$ cat src/rtl/cache_mem_arb.sv
// Cache line-fill / writeback arbiter in front of a single-outstanding memory port.
// Alternating priority on ties; WAIT phase guarded by a response timeout.
module cache_mem_arb #(
  parameter int ADDR_W  = 32,
  parameter int LINE_W  = 128,
  parameter int TIMEOUT = 255
) (
  input  logic              clk,
  input  logic              rst,
  input  logic              fill_req,
  input  logic [ADDR_W-1:0] fill_addr,
  output logic              fill_gnt,
  output logic              fill_vld,
  output logic [LINE_W-1:0] fill_data,
  input  logic              wb_req,
  input  logic [ADDR_W-1:0] wb_addr,
  input  logic [LINE_W-1:0] wb_data,
  output logic              wb_gnt,
  output logic              wb_done,
  output logic              mem_req,
  output logic              mem_we,
  output logic [ADDR_W-1:0] mem_addr,
  output logic [LINE_W-1:0] mem_wdata,
  input  logic              mem_rdy,
  input  logic              mem_rvld,
  input  logic [LINE_W-1:0] mem_rdata,
  input  logic              mem_wack,
  output logic              busy,
  output logic              err
);

  localparam int CNT_W = (TIMEOUT < 2) ? 1 : $clog2(TIMEOUT);
  localparam logic [CNT_W-1:0] CNT_LAST = CNT_W'(TIMEOUT - 1);

  typedef enum logic [1:0] {IDLE, ISSUE, WAIT} state_t;

  state_t            state, state_n;
  logic              op_we, op_we_n;
  logic              last_wb, last_wb_n;
  logic [CNT_W-1:0]  cnt, cnt_n;
  logic [ADDR_W-1:0] addr_n;
  logic [LINE_W-1:0] wdata_n, fdata_n;
  logic              fgnt_n, wgnt_n, fvld_n, wdone_n, err_n;
  logic              pick_wb;

  // Writeback wins a tie unless it was also the previous grant.
  assign pick_wb = wb_req && (!fill_req || !last_wb);

  assign mem_req = (state == ISSUE);
  assign mem_we  = op_we;
  assign busy    = (state != IDLE);

  always_comb begin
    state_n   = state;
    op_we_n   = op_we;
    last_wb_n = last_wb;
    cnt_n     = cnt;
    addr_n    = mem_addr;
    wdata_n   = mem_wdata;
    fdata_n   = fill_data;
    fgnt_n    = 1'b0;
    wgnt_n    = 1'b0;
    fvld_n    = 1'b0;
    wdone_n   = 1'b0;
    err_n     = 1'b0;
    unique case (state)
      IDLE: begin
        if (fill_req || wb_req) begin
          op_we_n   = pick_wb;
          last_wb_n = pick_wb;
          addr_n    = pick_wb ? wb_addr : fill_addr;
          wdata_n   = pick_wb ? wb_data : '0;
          fgnt_n    = !pick_wb;
          wgnt_n    = pick_wb;
          state_n   = ISSUE;
        end
      end
      ISSUE: begin
        if (mem_rdy) begin
          cnt_n   = '0;
          state_n = WAIT;
        end
      end
      WAIT: begin
        // A matching response on the final counted cycle still completes.
        if (!op_we && mem_rvld) begin
          fdata_n = mem_rdata;
          fvld_n  = 1'b1;
          state_n = IDLE;
        end else if (op_we && mem_wack) begin
          wdone_n = 1'b1;
          state_n = IDLE;
        end else if (cnt == CNT_LAST) begin
          err_n   = 1'b1;
          state_n = IDLE;
        end else begin
          cnt_n = cnt + CNT_W'(1);
        end
      end
      default: state_n = IDLE;
    endcase
  end

  always_ff @(posedge clk or negedge rst) begin
    if (!rst) begin
      state     <= IDLE;
      op_we     <= 1'b0;
      last_wb   <= 1'b0;
      cnt       <= '0;
      mem_addr  <= '0;
      mem_wdata <= '0;
      fill_data <= '0;
      fill_gnt  <= 1'b0;
      wb_gnt    <= 1'b0;
      fill_vld  <= 1'b0;
      wb_done   <= 1'b0;
      err       <= 1'b0;
    end else begin
      state     <= state_n;
      op_we     <= op_we_n;
      last_wb   <= last_wb_n;
      cnt       <= cnt_n;
      mem_addr  <= addr_n;
      mem_wdata <= wdata_n;
      fill_data <= fdata_n;
      fill_gnt  <= fgnt_n;
      wb_gnt    <= wgnt_n;
      fill_vld  <= fvld_n;
      wb_done   <= wdone_n;
      err       <= err_n;
    end
  end

endmodule

$ cat config.mk
export PLATFORM = sky130hd
export DESIGN_NAME = cache_mem_arb
export DESIGN_NICKNAME = d
export VERILOG_FILES = /design/src/rtl/cache_mem_arb.sv
export SDC_FILE = /design/constraint.sdc
export NUM_CORES = 1
export LEC_CHECK = 0
export CAP_MARGIN = 5
export CELL_PAD_IN_SITES_DETAIL_PLACEMENT = 2
export CELL_PAD_IN_SITES_GLOBAL_PLACEMENT = 2
export CORE_AREA = 5 5 237 239
export CTS_CLUSTER_SIZE = 40
export DETAILED_ROUTE_END_ITERATION = 8
export DIE_AREA = 0 0 242 244
export GPL_TIMING_DRIVEN = 0
export PLACE_DENSITY = 0.79
export REMOVE_ABC_BUFFERS = 1
export SYNTH_ARGS = -nofsm -noshare
export SYNTH_HDL_FRONTEND = slang
export SYNTH_SLANG_ARGS = --single-unit
$ cat constraint.sdc
create_clock -name clk -period 2.2 [get_ports clk]
set_input_delay 0.44 -clock clk [delete_from_list [all_inputs] [get_ports clk]]
set_output_delay 0.44 -clock clk [all_outputs]
set_load 0.005 [all_outputs]
==> metrics.csv <==
metric;value;unit
pin count of the biggest net entering global routing;109;
Ports;623;
share of layout cells above drive strength 1;0.139;
Sw Pwr;8.81;mW
Leak Pwr;8.49;nW
vias in the first global route;10868;
Post-Synthesis Cells;735;
Seq pwr share;0.349;
NumNets Final;1689;
Fin. Hold Viols;0;
Final Cycle Share;0.952;
number of synthesized flops with an enable pin;0;
outcome;finished clean;
Post-Syn Area per Cell;15.4;um2
DIE WIDTH;242;um
sequential cell area;0.00761;mm2
gr busiest metal;met2;
Distinct cells, synth;35;
net switching fraction of the power;0.309;
Die ar.;0.0590;mm2
final setup vio count;0;
Yosys Warn Count;0;
starting DRC count in detailed routing;407;
Crit-path slowest cell;dfrtp_1;
htree depth;2;
maxcap violations;0;
CTS clk-pin slew, worst paths;60;ps
Post-Synthesis Cell Area;0.0113;mm2
Async SR Flop Fraction;1.00;
routed len/inst;24.8;um
post-place setup slack;-527;ps
post-route worst setup slack;106;ps
GRT met2 Usage;0.305;
Internal;19.7;mW
CTS root buf;clkbuf_16;
Routed Antenna Nets;0;
skew final;18.2;ps
Slew HR;0.450;
Final Routed Wirelength;51.7;mm
Clk pwr share;0.230;
clk buf depth;3;
multi-input logic area;0.00325;mm2
Max IR drop VDD;0.000737;V
Vias;9225;
M3 GR Usage;0.0782;
Period minus WS final;2090;ps
CP Max Fanout;4;
Pins Over Slew Limit;0;
Comb power frac;0.421;
final core occ;0.368;
CP arrival;1650;ps
fill count;5428;
Placeable Area;0.0536;mm2
Total GRT Usage;0.167;
Die Span Y;244;um
final std cells w/o fill;2083;
CP peak stage delay;450;ps
Buffers on Ports;622;
Synth Flop Type;dfrtp_1;
dpl cells;2010;
site row count;85;
global route overflow;0;
DRC errors left;0;
area grow syn2layout;74.5;%
Final HPWL DP;37.8;mm
hold slack;487;ps
CP top delay family;buffers and inverters;
vias per cell;4.43;
drt pass-1 iters;5;
gpl congestion;0.763;
Initial Util;0.211;
CP Cell Sequence;nor2_4, inv_1, clkdlybuf4s50_1;
WP buf/inv;2;
first-pass GRT wire length;75.8;mm
dominant cells by area after synthesis;dfrtp_1 (67%), mux2_2 (11%), a22o_1 (9.9%);
initial antenna violation count;3;
Synth Register Bits;304;
sequential fraction of the synthesis area;0.672;
type of origin of the critical path;flop;
worst-margin pin slew;826;ps
WP data required;1760;ps
PD cells;1450;mW/mm2
Clock Sinks;304;
Synth top area share;0.672;
Setup CP Type;reg -> out;
met1 global-route usage;0.175;
unrepaired setup endpoints after global routing;no;
FMAX;0.478;GHz
clock tree from TritonCTS;built;
clock buffers created by TritonCTS;38;
cell taking the most area after synthesis;dfrtp_1;
HP Class;in -> async;
endpoint class of the critical path;output port;
worst skew pair latency;540;ps
==> cell usage after synthesis, types with 2 or more instances <==
cell      number
nor3b_1        2
nand2b_1       2
o21ai_0        6
mux2_2       108
nand3_1        7
nor2_1         2
buf_6         15
mux2_1        20
nand2_1        8
a222oi_1      32
dfrtp_1      304
buf_2         19
clkbuf_1      15
a22o_1       128
or3_1          3
buf_4          5
ha_1           2
a21o_1         2
inv_1         37
and3_1         3
==> state kept, by name (all words and copies together), names as in the netlist <==
signal,count
cnt,8
err,1
fill_data,128
fill_gnt,1
fill_vld,1
last_wb,1
mem_addr,32
mem_wdata,128
state,2
wb_done,1
wb_gnt,1
==> cells in the final DEF, fill, tap and decap left out, types with 2 or more instances in the layout <==
| cell type | netlist | routed |
|---|---|---|
| clkbuf_8 | 0 | 6 |
| a22o_1 | 128 | 128 |
| buf_16 | 0 | 7 |
| clkbuf_1 | 15 | 5 |
| o21ai_0 | 6 | 6 |
| clkdlybuf4s50_1 | 0 | 619 |
| mux2_2 | 108 | 108 |
| mux2_1 | 20 | 20 |
| inv_1 | 37 | 37 |
| or3_1 | 3 | 3 |
| a222oi_1 | 32 | 32 |
| clkinv_2 | 0 | 9 |
| nor3b_1 | 2 | 2 |
| nand2b_1 | 2 | 2 |
| a21o_1 | 2 | 2 |
| buf_4 | 5 | 2 |
| dfrtp_1 | 304 | 303 |
| bufinv_16 | 0 | 4 |
| nand3_1 | 7 | 7 |
| nand2_1 | 8 | 8 |
| clkbuf_16 | 0 | 43 |
| ha_1 | 2 | 2 |
| buf_12 | 0 | 4 |
==> area by class of cell <==
class	instances	share of cell area
Antenna cell	1	0.000127
Clock buffer	52	0.0571
Clock inverter	14	0.00881
Inverter	37	0.00703
Multi-Input combinational cell	341	0.165
Sequential cell	304	0.385
Tap cell	696	0.0441
Timing Repair Buffer	638	0.333
==> timing repair <==
action                     in CTS  in global routing
setup endpoints to repair      91                 60
buffers inserted                2                  0
pin swaps                       1                  0
gates cloned                    1                  2
hold endpoints to repair       33                  0
hold buffers                    1                  0
gates resized for setup         3                  3
==> stage by stage <==
| step | TNS [ps] | instance area, um2 | power (mW) |
|---|---|---|---|
| after floorplan | -543240 | 11000 | 13.6 |
| after global placement | -5305780 | 18100 | 20.6 |
| after detailed placement | -59320 | 18400 | 22.0 |
| after CTS | -5.91 | 19700 | 29.1 |
| after global routing | 0 | 19800 | 30.2 |
| final | 0 | 19800 | 28.5 |
==> metal layers <==
layer  wire (um)  share of wire
met1       18500           0.36
met2       26800           0.52
met3        5390           0.10
met4         936          0.018
met5           0              0
==> cells by family after synthesis <==
family | count (synthesis) | synth area share
flip-flops | 304 | 0.672
AO/OA/AOI/OAI | 176 | 0.137
XOR/XNOR | 1 | 0.000774
buffers and inverters | 91 | 0.0439
multiplexers | 129 | 0.128
adder cells (fa/ha/maj) | 2 | 0.00221
AND/OR/NAND/NOR | 32 | 0.0157
==> path summary, 6_finish.rpt <==
kind	startpoint	end	slack, ps	cells after the start
worst max register to register	state[0]$_DFFE_PN0P_	fill_data[64]$_DFFE_PN0P_	120	5
min in group clk	mem_wdata[109]$_DFFE_PN0P_	mem_wdata[109]$_DFFE_PN0P_	490	1
max in group asynchronous	rst	fill_data[104]$_DFFE_PN0P_	670	3
worst min-delay path	rst	mem_addr[29]$_DFFE_PN0P_	490	2
worst min register to register	mem_wdata[109]$_DFFE_PN0P_	mem_wdata[109]$_DFFE_PN0P_	490	1
worst max-delay path	state[0]$_DFFE_PN0P_	busy	110	3
==> power by group through the flow <==
stage	Clock, mW	Combinational, mW	Sequential, mW
floorplan	0	3.70	9.87
global placement	0	11.0	9.68
detailed placement	0	12.1	9.97
CTS	6.82	12.3	9.99
global route	7.06	12.9	10.3
finish	6.57	12.0	9.96
No activity file was read; power rests on OpenSTA's default activity.
